===== config.mk =====
export PLATFORM = sky130hd
export DESIGN_NAME = imem_loader
export DESIGN_NICKNAME = d
export VERILOG_FILES = /design/src/rtl/imem_loader_pkg.sv /design/src/rtl/imem_loader_flush.sv /design/src/rtl/imem_loader.sv
export SDC_FILE = /design/constraint.sdc
export NUM_CORES = 1
export LEC_CHECK = 0
export CAP_MARGIN = 20
export CORE_AREA = 2 2 106 108
export DETAILED_ROUTE_END_ITERATION = 16
export DIE_AREA = 0 0 108 110
export SYNTH_ARGS = -nofsm -noshare
export SYNTH_HDL_FRONTEND = slang
export SYNTH_SLANG_ARGS = --single-unit

===== constraint.sdc =====
create_clock -name clk_i -period 6.9 [get_ports clk_i]
set_clock_uncertainty 0.15 [all_clocks]
set_input_delay 1.725 -clock clk_i [delete_from_list [all_inputs] [get_ports clk_i]]
set_output_delay 1.725 -clock clk_i [all_outputs]
set_load 0.01 [all_outputs]

===== src/rtl/imem_loader_pkg.sv =====
// Shared types and defaults for the instruction-memory loader.
// State encodings: IDLE=0, LOAD=1, FLUSH=2, RUN=3, ERROR=4.
package imem_loader_pkg;

  typedef enum logic [2:0] {
    StIdle  = 3'd0,
    StLoad  = 3'd1,
    StFlush = 3'd2,
    StRun   = 3'd3,
    StError = 3'd4
  } state_e;

  localparam int unsigned DefAddrW       = 12;
  localparam int unsigned DefFlushCycles = 4;

  // Counter must hold FLUSH_CYCLES+1: the load happens one cycle before the final write shows.
  function automatic int unsigned flush_cnt_width(input int unsigned flush_cycles);
    return $clog2(flush_cycles + 2);
  endfunction

endpackage


===== src/rtl/imem_loader_flush.sv =====
// Loadable down-counter for the flush phase; tc_o pulses for the single cycle the count is 1.
module loader_flush_timer #(
  parameter int unsigned CntW = 3
) (
  input  logic            clk_i,
  input  logic            rst_i,
  input  logic            load_i,
  input  logic [CntW-1:0] load_val_i,
  output logic            tc_o
);

  logic [CntW-1:0] cnt_q, cnt_d;

  always_comb begin
    cnt_d = cnt_q;
    if (load_i) begin
      cnt_d = load_val_i;
    end else if (cnt_q != '0) begin
      cnt_d = cnt_q - 1'b1;
    end
  end

  always_ff @(posedge clk_i or posedge rst_i) begin
    if (rst_i) begin
      cnt_q <= '0;
    end else begin
      cnt_q <= cnt_d;
    end
  end

  assign tc_o = (cnt_q == CntW'(1)) && !load_i;

endmodule


===== src/rtl/imem_loader.sv =====
// Streams a program into imem while holding the processor in reset, then releases it.
// Optional feature: define IMEM_LOADER_CHECKSUM_EN to treat the last word as a checksum.
module imem_loader
  import imem_loader_pkg::*;
#(
  parameter int unsigned ADDR_W       = DefAddrW,
  parameter int unsigned FLUSH_CYCLES = DefFlushCycles
) (
  input  logic              clk_i,
  input  logic              rst_i,
  input  logic              start_i,
  input  logic              in_valid_i,
  input  logic [31:0]       in_data_i,
  input  logic              in_last_i,
  output logic              in_ready_o,
  output logic [ADDR_W-1:0] imem_address_o,
  output logic [31:0]       imem_data_o,
  output logic              imem_wren_o,
  output logic              proc_reset_o,
  output logic              done_o,
  output logic              error_o,
  output logic [ADDR_W:0]   word_count_o
);

  localparam int unsigned CntW = flush_cnt_width(FLUSH_CYCLES);
  localparam logic [ADDR_W-1:0] PtrMax = {ADDR_W{1'b1}};
  localparam logic [ADDR_W:0]   WcMax  = {1'b1, {ADDR_W{1'b0}}};

  state_e            state_q;
  logic [ADDR_W-1:0] ptr_q;
  logic [ADDR_W:0]   wc_q;
  logic              in_ready_q;
  logic [ADDR_W-1:0] addr_q;
  logic [31:0]       data_q;
  logic              wren_q;
  logic              proc_reset_q;
  logic              done_q;
  logic              error_q;
`ifdef IMEM_LOADER_CHECKSUM_EN
  logic [31:0]       sum_q;
`endif

  logic accept;
  logic do_write;
  logic go_flush;
  logic go_error;
  logic flush_tc;

  assign accept = in_valid_i && in_ready_q;

  always_comb begin
    do_write = accept;
    go_flush = accept && in_last_i;
    go_error = accept && !in_last_i && (ptr_q == PtrMax);
`ifdef IMEM_LOADER_CHECKSUM_EN
    if (accept && in_last_i) begin
      do_write = 1'b0;
      go_flush = (sum_q == in_data_i);
      go_error = (sum_q != in_data_i);
    end
`endif
  end

  loader_flush_timer #(
    .CntW (CntW)
  ) u_flush_timer (
    .clk_i      (clk_i),
    .rst_i      (rst_i),
    .load_i     ((state_q == StLoad) && go_flush),
    .load_val_i (CntW'(FLUSH_CYCLES + 1)),
    .tc_o       (flush_tc)
  );

  always_ff @(posedge clk_i or posedge rst_i) begin
    if (rst_i) begin
      state_q      <= StIdle;
      ptr_q        <= '0;
      wc_q         <= '0;
      in_ready_q   <= 1'b0;
      addr_q       <= '0;
      data_q       <= '0;
      wren_q       <= 1'b0;
      proc_reset_q <= 1'b1;
      done_q       <= 1'b0;
      error_q      <= 1'b0;
`ifdef IMEM_LOADER_CHECKSUM_EN
      sum_q        <= '0;
`endif
    end else begin
      wren_q <= 1'b0;
      unique case (state_q)
        StIdle, StRun, StError: begin
          if (start_i) begin
            state_q      <= StLoad;
            ptr_q        <= '0;
            wc_q         <= '0;
            in_ready_q   <= 1'b1;
            proc_reset_q <= 1'b1;
            done_q       <= 1'b0;
            error_q      <= 1'b0;
`ifdef IMEM_LOADER_CHECKSUM_EN
            sum_q        <= '0;
`endif
          end
        end
        StLoad: begin
          if (do_write) begin
            wren_q <= 1'b1;
            addr_q <= ptr_q;
            data_q <= in_data_i;
            ptr_q  <= ptr_q + 1'b1;
            wc_q   <= (wc_q == WcMax) ? wc_q : wc_q + 1'b1;
`ifdef IMEM_LOADER_CHECKSUM_EN
            sum_q  <= sum_q + in_data_i;
`endif
          end
          if (go_flush) begin
            state_q    <= StFlush;
            in_ready_q <= 1'b0;
          end else if (go_error) begin
            state_q    <= StError;
            in_ready_q <= 1'b0;
            error_q    <= 1'b1;
          end
        end
        StFlush: begin
          if (flush_tc) begin
            state_q      <= StRun;
            proc_reset_q <= 1'b0;
            done_q       <= 1'b1;
          end
        end
        default: begin
          state_q      <= StIdle;
          in_ready_q   <= 1'b0;
          proc_reset_q <= 1'b1;
          done_q       <= 1'b0;
          error_q      <= 1'b0;
        end
      endcase
    end
  end

  assign in_ready_o     = in_ready_q;
  assign imem_address_o = addr_q;
  assign imem_data_o    = data_q;
  assign imem_wren_o    = wren_q;
  assign proc_reset_o   = proc_reset_q;
  assign done_o         = done_q;
  assign error_o        = error_q;
  assign word_count_o   = wc_q;

endmodule

## After elaboration in Yosys (flattened, before gate mapping)

Index checks and enable logic that the tools add are counted.

| word-level totals | value |
|---|---|
| register bits | 80 |
| input port bits | 37 |
| output and inout bits | 62 |
| word-level logic and storage cells | 78 |

| operators by class | value |
|---|---|
| add/subtract/negate cells | 3 |
| equality and inequality tests | 14 |
| mux-type cells | 28 |
| bitwise operators | 2 |
| reductions and logical operators | 20 |

Operators with widths:

| operator | count |
|---|---|
| $mux 13 | 3 |
| $pmux 13 s2 | 1 |
| $mux 12 | 2 |
| $pmux 12 s2 | 1 |
| $mux 3 | 6 |
| $add 13x1->13 const B | 1 |
| $eq 13x13->1 const B | 1 |
| $add 12x1->12 const B | 1 |
| $eq 12x12->1 const B | 1 |
| $ne 2x2->1 const B | 6 |
| $pmux 1 s3 | 4 |
| $reduce_and 3->1 | 4 |
| $mux 1 | 10 |
| $pmux 3 s3 | 1 |
| $reduce_and 4->1 | 2 |
| $eq 3x1->1 const B | 2 |
| $eq 3x2->1 const B | 2 |
| $logic_and 1x1->1 | 6 |
| $reduce_bool 2->1 | 2 |
| $eq 3x3->1 const B | 1 |
| $logic_not 3->1 | 1 |
| $ne 3x3->1 const B | 1 |
| $reduce_bool 3->1 | 1 |
| $reduce_or 3->1 | 1 |
| other kinds (4) | 6 |

## Logic depth before layout (Yosys ltp)

Gate-level depths: netlist (run 1).

| depth | value |
|---|---|
| depth after elaboration | 7 |
| depth in mapped cells | 7 |
| mapped depth without buffers | 7 |

## Modules after synthesis

A second synthesis (run 1) with hierarchy kept.

| unflattened totals | value |
|---|---|
| cell total of the unflattened synthesis | 406 |
| area, all modules | 3693.5 µm² |

Modules (own cells, without submodules):

| module | times used | cells each | area each (µm²) | seq. area each (µm²) |
|---|---|---|---|---|
| imem_loader | 1 | 383 | 3472.1 | 1928.1 |
| loader_flush_timer | 1 | 23 | 221.5 | 75.1 |

## Worst setup path before layout (run 1)

OpenSTA, ideal clock, no wires.

| timing | value |
|---|---|
| path type | input-to-reg |
| start | input start_i |
| end | register wc_q[6], in the netlist word_count_o[6] |
| library setup time | 66 ps |
| arrival time | 3066 ps |
| required time | 6684 ps |
| path slack | 3618 ps |
| stages | 6 |
| path buffers | 1 |
| path through | buf_2 > nor3_1 > a311oi_4 > o2111ai_4 > or4_1 > nand2_1 |

| on the way | value |
|---|---|
| longest elaborated chain between the ends | 2 |

RTL lines:

| item | RTL line | RTL |
|---|---|---|
| start, declared | imem_loader.sv:11 | `input logic start_i,` |
| $ne 2x2->1 (no line) | n/a |  |
| $reduce_and 4->1 (no line) | n/a |  |
| end signal, assigned | imem_loader.sv:112 | `wc_q <= (wc_q == WcMax) ? wc_q : wc_q + 1'b1;` |
| end, declared | imem_loader.sv:31 | `logic [ADDR_W:0] wc_q;` |

Every way passes these cells.
A chain may end at the register's enable or synchronous reset.

## Final worst setup path (run 1)

| timing | value |
|---|---|
| start | input start_i |
| end | register wc_q[5], in the netlist word_count_o[5] |

The elaborated chain is that of the path after synthesis.

==> results of run 1 <==
## layer usage
metal  up-vias  track usage  wire length, um
met5         -            0                0
met4         0       0.0440               77
met3         9       0.0535              577
met2        79        0.227             3700
met1      1372        0.185             3530
li1       1300            -                -
## state kept, by name (all words and copies together) (netlist names)
register	flops
imem_wren_o	1
in_ready_o	1
imem_data_o	32
done_o	1
u_flush_timer.cnt_q	3
state_q	3
proc_reset_o	1
imem_address_o	12
word_count_o	13
error_o	1
ptr_q	12
## cell usage after synthesis, types with 2 or more instances
master     count  area [um2]
or4_1          2        15.0
o21a_1         3        22.5
nand2b_1       4        25.0
nor3_1         4        20.0
and4_1         2        17.5
nor4bb_1       2        20.0
dfrtp_1       79        1980
mux2i_1        2        20.0
a21o_1         2        15.0
nand4_1        2        12.5
nor4_1         3        18.8
and3_1         4        25.0
nand3_1        4        20.0
o2111ai_1      4        35.0
buf_2         10        50.1
a2bb2oi_1      2        17.5
ha_1           6        75.1
nor2b_1        2        12.5
nand2_1       21        78.8
inv_1          9        33.8
nor2_1        24        90.1
xnor2_1        2        17.5
o21ai_0       13        65.1
mux2_2        45         507
or3_1          6        37.5
o211ai_1       7        52.6
and2_1         3        18.8
xor2_1        10        87.6
a21oi_1       12        60.1
or2_2          2        12.5
## report_power, final
| group | internal [mW] | leakage, nW | switching [mW] | total, mW |
|---|---|---|---|---|
| clock | 0.160 | 0.0906 | 0.169 | 0.329 |
| sequential | 0.469 | 1.10 | 0.000288 | 0.469 |
| combinational | 0.0202 | 1.05 | 0.0133 | 0.0336 |
| total | 0.648 | 2.24 | 0.183 | 0.831 |
## per-stage QoR
step / instances / setup slack, ns / utilization / cell area, um2 / total power, mW
2_1_floorplan: 307 / 2.97 / - / 3660 / 0.487
3_3_place_gp: 535 / 2.91 / 0.446 / 4780 / 0.511
3_5_place_dp: 535 / 2.86 / 0.446 / 4780 / 0.511
4_1_cts: 551 / 3.23 / 0.464 / 4970 / 0.849
5_1_grt: 552 / 3.03 / 0.467 / 5000 / 0.872
6_report: 552 / 3.21 / 0.467 / 5000 / 0.831
## layout make-up
type                            instances  area [um2]  area share
Sequential cell                        80        2000       0.401
Clock inverter                          4        27.5     0.00551
Inverter                                9        35.0     0.00701
Multi-Input combinational cell        206        1570       0.314
Clock buffer                           12         165      0.0331
Tap cell                              140         175      0.0351
Timing Repair Buffer                  101        1020       0.205
## path summary, 6_finish.rpt
check / cells past startpoint / start / slack [ns] / end
min: 1 / imem_data_o[27] / 0.36 / imem_data_o[27]
max in group asynchronous: 4 / rst_i / 4.42 / proc_reset_o
min reg2reg: 1 / imem_data_o[27] / 0.36 / imem_data_o[27]
max: 6 / start_i / 3.21 / word_count_o[5]
min in group asynchronous: 3 / rst_i / 1.56 / imem_data_o[17]
max reg2reg: 4 / state_q[0] / 4.51 / imem_data_o[24]
## cells by family after synthesis
family,synth area share
xor+xnor,0.0287
flops,0.548
buf+inv,0.0260
fa+ha+maj,0.0205
simple gates,0.124
mux,0.144
compound gates,0.109
==> summary.txt, run 1 <==
Final GP Congestion: 0.843
Leak: 2.24 nW
worst skew pair latency: 0.34 ns
Buf/Inv on CP: 1
Fin. Hold Viols: 0
HP Class: reg -> reg
H-Tree Depth: 3
Avg Inst Size Synth: 11.9 um2
status: completed
worst slew pin tran: 0.768 ns
fin nets: 450
# Max-Cap Violations: 0
Routed WL per cell: 14.3 um
DRT antenna net count: 0
number of port buffers: 98
Slew Viols, Final: 0
sequential-to-total area share from yosys stat: 0.548
DR pass1 iterations: 4
slowest CP cell: clkdlybuf4s50_1
Post-Syn Area: 0.00366 mm2
Max Buffers Root-to-Sink: 2
synth-to-layout area growth: 36.6%
Pwr Density: 166 mW/mm2
Worst Path Class, Setup: in -> reg
Die Ht: 110 um
crit start category: input pin
via count: 2760
Clk pin slew, worst setup/hold paths: 0.08 ns
Worst path top cell family by delay: compound AO/OA/AOI/OAI gates
Worst EP arrival: 3.81 ns
Post-synth EDFFs: 0
PostCTS Resize Cnt: 0
vias in the first global route: 2742
Data required, critical path: 7.02 ns
Filler cells: 1023
clock buffer count from CTS: 9
first-pass GRT wire length: 13.5 mm
RSZ-0062 raised after global routing: no
post-DP HPWL: 5.31 mm
final period utilization: 0.535
cts hold-fix bufs: 0
Final min period: 3.69 ns
most frequent cells in the layout: clkdlybuf4s50_1, dfrtp_1, mux2_2, nor2_1, nand2_1
Clock Sinks: 80
Netlist cell types: 46
clk root buf: clkbuf_8
Yosys Warn Count: 0
fmax: 271 MHz
Syn Inst Count: 307
Setup Fix Bufs, Post-CTS: 0
Tot GR Track Use: 0.144
critical-path maximum fanout: 11
drt total wl: 7.88 mm
leading cell type in the layout, fill and taps excluded: clkdlybuf4s50_1
relative slew slack: 0.484
synthesized net count: 350
io pins: 99
die area: 0.0119 mm2
largest net degree at the start of global routing: 81
n_diodes: 0
DRC: 0
Final setup violation count: 0
VDD IR max: 101 uV
Top FF cell, synth: dfrtp_1
residual overflow from global routing: 0
Min Hold Slack: 0.358 ns
#FFs+latches synth: 80
ys async rst share: 1.00
CP cell instances: clkdlybuf4s50_1 > nor3_1 > a311oi_4 > o211ai_2 > or3_1 > a21oi_1
TritonCTS clock tree: done
layout cell share with drive strength beyond 1: 0.184
core area: 0.0107 mm2
slowest stage delay, CP: 0.70 ns
Iteration-0 DRC Markers: 100
via/cell ratio: 5.00
num rows: 38
initial antenna violation count: 0
Fin Setup TNS: 0 ns
Critical Path Sink Type: flop
die width: 108 um
effective utilization at floorplan: 0.342
(Power assumes the default switching activity.)
==> run 2, diff against run 1 <==
Clock period 6.9 ns to 3.1 ns, I/O delays scaled along.
==> run 2 against run 1 <==
Compared with the run above: global-route usage down 0.25 points; setup slack worse by 2.7 ns; clock power up 140%; die area unchanged; final cell count up 0.36%; non-clock buffer count up 3; critical path depth unchanged; sequential cell count unchanged; first-iteration DRC count up 14%; routed wire length down 1.4%; via count down 1.7%; critical endpoint is now word_count_o[6].
==> summary.txt, run 2 (same netlist as run 1, synthesis figures left out) <==
status: completed
worst skew pair latency: 0.35 ns
relative slew slack: 0.527
Final Cell Area: 0.00504 mm2
most frequent cells in the layout: clkdlybuf4s50_1, dfrtp_1, mux2_2, nor2_1, nand2_1
Slew Viols, Final: 0
Final Non-Filler Cells: 554
core area: 0.0107 mm2
number of port buffers: 98
DR pass1 iterations: 4
Clock Sinks: 80
TritonCTS clock tree: done
Pwr Density: 378 mW/mm2
Hold Crit Depth: 1
r2r setup slk: 0.76 ns
Clock power frac: 0.413
worst reg2reg path depth: 5
Tot GR Track Use: 0.141
PostCTS Resize Cnt: 0
Final GP Congestion: 0.830
residual overflow from global routing: 0
DP Area: 0.00483 mm2
die width: 108 um
largest net degree at the start of global routing: 50
Cells after DPL: 539
clk root buf: clkbuf_8
switching portion of total power: 0.202
H-Tree Depth: 3
die area: 0.0119 mm2
leading cell type in the layout, fill and taps excluded: clkdlybuf4s50_1
critical-path maximum fanout: 10
Worst path top cell family by delay: simple AND/OR/NAND/NOR gates
reg2reg end: word_count_o[6]
Data required, critical path: 3.24 ns
worst setup path startpoint: start_i
Worst Path Class, Setup: in -> reg
drt total wl: 7.77 mm
Final min period: 2.61 ns
Critical Path Sink Type: flop
slowest stage delay, CP: 0.61 ns
initial antenna violation count: 0
io pins: 99
layout cell share with drive strength beyond 1: 0.188
Final setup violation count: 0
fin nets: 453
Setup Fix Bufs, Post-CTS: 0
Routed WL per cell: 14.0 um
final period utilization: 0.841
Max Buffers Root-to-Sink: 2
Worst EP arrival: 2.74 ns
Fin Setup TNS: 0 ns
clock buffer count from CTS: 9
max reg flops: 32
RSZ-0062 raised after global routing: no
DRC: 0
Fin. Hold Viols: 0
num rows: 38
# Max-Cap Violations: 0
Die Ht: 110 um
crit start category: input pin
synth-to-layout area growth: 37.7%
slowest CP cell: clkdlybuf4s50_1
Comb pwr share: 0.039
Clk pin slew, worst setup/hold paths: 0.08 ns
Iteration-0 DRC Markers: 114
first-pass GRT wire length: 13.3 mm
via/cell ratio: 4.90
post-DP HPWL: 5.40 mm
internal power: 1.52 mW
Leak: 2.27 nW
fmax: 383 MHz
effective utilization at floorplan: 0.342
Flop pwr share: 0.548
Buf/Inv on CP: 1
n_diodes: 0
cts hold-fix bufs: 0
VDD IR max: 232 uV
via count: 2712
hold_sp: imem_data_o[12]
vias in the first global route: 2776
reg-to-reg startpoint: state_q[0]
worst slew pin tran: 0.704 ns
Hold Path Sink: imem_data_o[12]
HP Class: reg -> reg
Switching Power: 385 uW
CP cell instances: clkdlybuf4s50_1 > nor3_1 > a311oi_4 > o2111ai_4 > or4_1 > nand2_1
DRT antenna net count: 0
Filler cells: 1022
[run 2: cell count changes in the layout (fill, tap and decap cells not counted), sizes merged]
cell      previous run  this run
bufinv               0         1
clkinvlp             3         0
buf                  3         6
clkinv               2         3
[run 2: routing by layer]
layer,global-route usage,vias to the layer above,share of wire
met5,0,-,0
met4,0.0476,0,0.0078
met1,0.179,1329,0.45
li1,-,1297,-
met2,0.220,78,0.47
met3,0.0570,8,0.076
[run 2: power groups by stage]
stage / logic, mW / registers (mW) / clock network [mW]
2_1_floorplan: 0.0190 / 1.06 / 0
3_3_place_gp: 0.0761 / 1.06 / 0
3_5_place_dp: 0.0768 / 1.06 / 0
4_1_cts: 0.0771 / 1.04 / 0.826
5_1_grt: 0.0830 / 1.04 / 0.871
6_report: 0.0741 / 1.04 / 0.786
[run 2: final cells by class]
class,count,area [um2],share of cell area
multi-input combinational,206,1570,0.311
sequential,80,2000,0.398
timing repair buffer,104,1050,0.209
clock inverter,3,40.0,0.00795
tap,140,175,0.0348
inverter,9,35.0,0.00696
clock buffer,12,165,0.0328
[run 2: worst max-delay path by stage]
stage / to / slack, ns / depth (start not counted)
finish: word_count_o[6] / 0.49 / 6
global route: word_count_o[9] / 0.35 / 6
CTS: word_count_o[6] / 0.51 / 6
detailed placement: word_count_o[6] / 0.15 / 6
global placement: word_count_o[6] / 0.18 / 6
floorplan: done_o / 0.12 / 1
[run 2: worst reg2reg max path, cell delays in order (launching register included)]
cell and delay (ns):
dfrtp_1 0.55, or3b_4 0.47, a31oi_2 0.33, o2111ai_4 0.21, or4_1 0.50, nand2_1 0.07
[run 2: metrics by stage]
stage	hold slack [ns]	total power [mW]	util	setup slack, ns
finish	0.358	1.90	0.471	0.492
global placement	0.339	1.14	0.452	0.182
global route	0.368	2.00	0.471	0.348
floorplan	0.350	1.08	-	0.125
CTS	0.363	1.95	0.471	0.510
detailed placement	0.345	1.14	0.452	0.153
==> run 3, diff against run 2 <==
Clock period 3.1 ns to 2.1 ns, I/O delays scaled along.
==> run 3 against run 2 <==
Compared with the run above: sequential power rose by 48%; cell area grew 7.4%; critical endpoint unchanged; utilization rose by 3.5 points; sequential share of layout area down 2.8 points; die area unchanged; register-to-register slack got worse by 0.72 ns; clock power is 60% higher; global-route usage up 0.54 points; first-iteration DRC count decreased by 15%; routed wire length is 8.1% higher; final cell count is 6.9% higher.
==> summary.txt, run 3 (same netlist as run 1, synthesis figures left out) <==
TritonCTS clock tree: done
vias in the first global route: 2835
relative slew slack: 0.705
Worst EP arrival: 2.19 ns
Tot Pwr: 2.91 mW
initial antenna violation count: 0
Pwr Density: 538 mW/mm2
Final min period: 2.06 ns
largest net degree at the start of global routing: 48
layout cell share with drive strength beyond 1: 0.270
clock buffer count from CTS: 9
Fin Setup TNS: 0 ns
leading cell type in the layout, fill and taps excluded: clkdlybuf4s50_1
Final GP Congestion: 0.796
Switching Power: 605 uW
cts hold-fix bufs: 0
Met2 Wirelength: 4.13 mm
Final Cell Area: 0.00541 mm2
crit start category: flop
via/cell ratio: 4.89
highest metal used: met4
WL met1: 3.72 mm
Tot GR Track Use: 0.147
Leak: 2.59 nW
Iteration-0 DRC Markers: 97
effective utilization at floorplan: 0.342
critical-path maximum fanout: 8
final core utilization: 0.506
max reg flops: 32
Clock power frac: 0.432
clk root buf: clkbuf_8
Critical Path Sink Type: flop
smallest setup slack after layout: 0.0426 ns
residual overflow from global routing: 0
post-DP HPWL: 6.04 mm
fmax: 486 MHz
WL met3: 513 um
r2r setup slk: 0.04 ns
Data required, critical path: 2.24 ns
die area: 0.0119 mm2
core area: 0.0107 mm2
DR pass1 iterations: 4
H-Tree Depth: 3
Min Hold Slack: 0.360 ns
DP Area: 0.00508 mm2
via count: 2893
Clock Sinks: 80
drt total wl: 8.40 mm
number of port buffers: 98
Comb pwr share: 0.039
n_diodes: 0
most frequent cells in the layout: clkdlybuf4s50_1, dfrtp_1, mux2_2, buf_4, nor2_1
RSZ-0062 raised after global routing: yes
Final setup violation count: 0
worst slew pin tran: 0.437 ns
synth-to-layout area growth: 47.9%
DRC: 0
fin nets: 490
Max Buffers Root-to-Sink: 2
DRT antenna net count: 0
Worst Path Class, Setup: reg -> reg
Fin. Hold Viols: 0
Flop pwr share: 0.529
die width: 108 um
Filler cells: 999
worst skew pair latency: 0.34 ns
final period utilization: 0.980
switching portion of total power: 0.208
Die Ht: 110 um
io pins: 99
Final Non-Filler Cells: 592
# Max-Cap Violations: 0
VDD IR max: 341 uV
DP Worst Slack: -0.491 ns
Cells after DPL: 570
num rows: 38
HP Class: reg -> reg
Clk pin slew, worst setup/hold paths: 0.08 ns
Slew Viols, Final: 0
Routed WL per cell: 14.2 um
first-pass GRT wire length: 13.6 mm
internal power: 2.31 mW
status: completed
## run 3: changes by cell type in the layout (fill, tap and decap cells not counted), sizes merged
cell and change:
clkinv -2, clkbuf -1, clkdlybuf4s50 -10, clkinvlp +3
dlygate4sd2 +4, buf +37, bufinv +1, dlymetal6s2s +6
## run 3: worst max-delay path: stages (launching register included)
cell and delay, ns:
dfrtp_1 0.42, or3b_4 0.43, a31oi_4 0.24, o2111ai_4 0.18, or4_1 0.51, nand2_1 0.07
## run 3: area by class of cell
| cell class | instances | area, um2 | share of cell area |
|---|---|---|---|
| inverter | 9 | 37.5 | 0.00694 |
| sequential | 80 | 2000 | 0.370 |
| clock buffer | 11 | 141 | 0.0261 |
| clock inverter | 5 | 80.1 | 0.0148 |
| timing repair buffer | 141 | 1350 | 0.250 |
| multi-input combinational | 206 | 1620 | 0.300 |
| tap | 140 | 175 | 0.0324 |
## run 3: final timing paths
check                           cells past startpoint            from                end
worst min-delay path                                1  imem_data_o[4]     imem_data_o[4]
worst max register to register                      5      state_q[1]    word_count_o[6]
worst min register to register                      1  imem_data_o[4]     imem_data_o[4]
max in group asynchronous                           3           rst_i     imem_data_o[0]
min in group asynchronous                           3           rst_i  imem_address_o[4]
worst max-delay path                                5      state_q[1]    word_count_o[6]
## run 3: power groups by stage
stage	clock network, mW	registers [mW]	logic, mW
finish	1.26	1.54	0.112
global placement	0	1.57	0.116
detailed placement	0	1.57	0.118
global route	1.37	1.54	0.125
CTS	1.32	1.54	0.117
floorplan	0	1.57	0.0285
## run 3: repair_timing
item | CTS | global route
gates cloned | 0 | 0
hold endpoints to repair | 0 | 0
gates resized for setup | 6 | 16
pin swaps | 2 | 5
buffers inserted | 1 | 5
setup endpoints to repair | 11 | 21
## run 3: per-layer routing
metal  up-vias  track usage
met3         4       0.0476
met4         0       0.0504
met2        85        0.234
li1       1375            -
met5         -            0
met1      1429        0.189
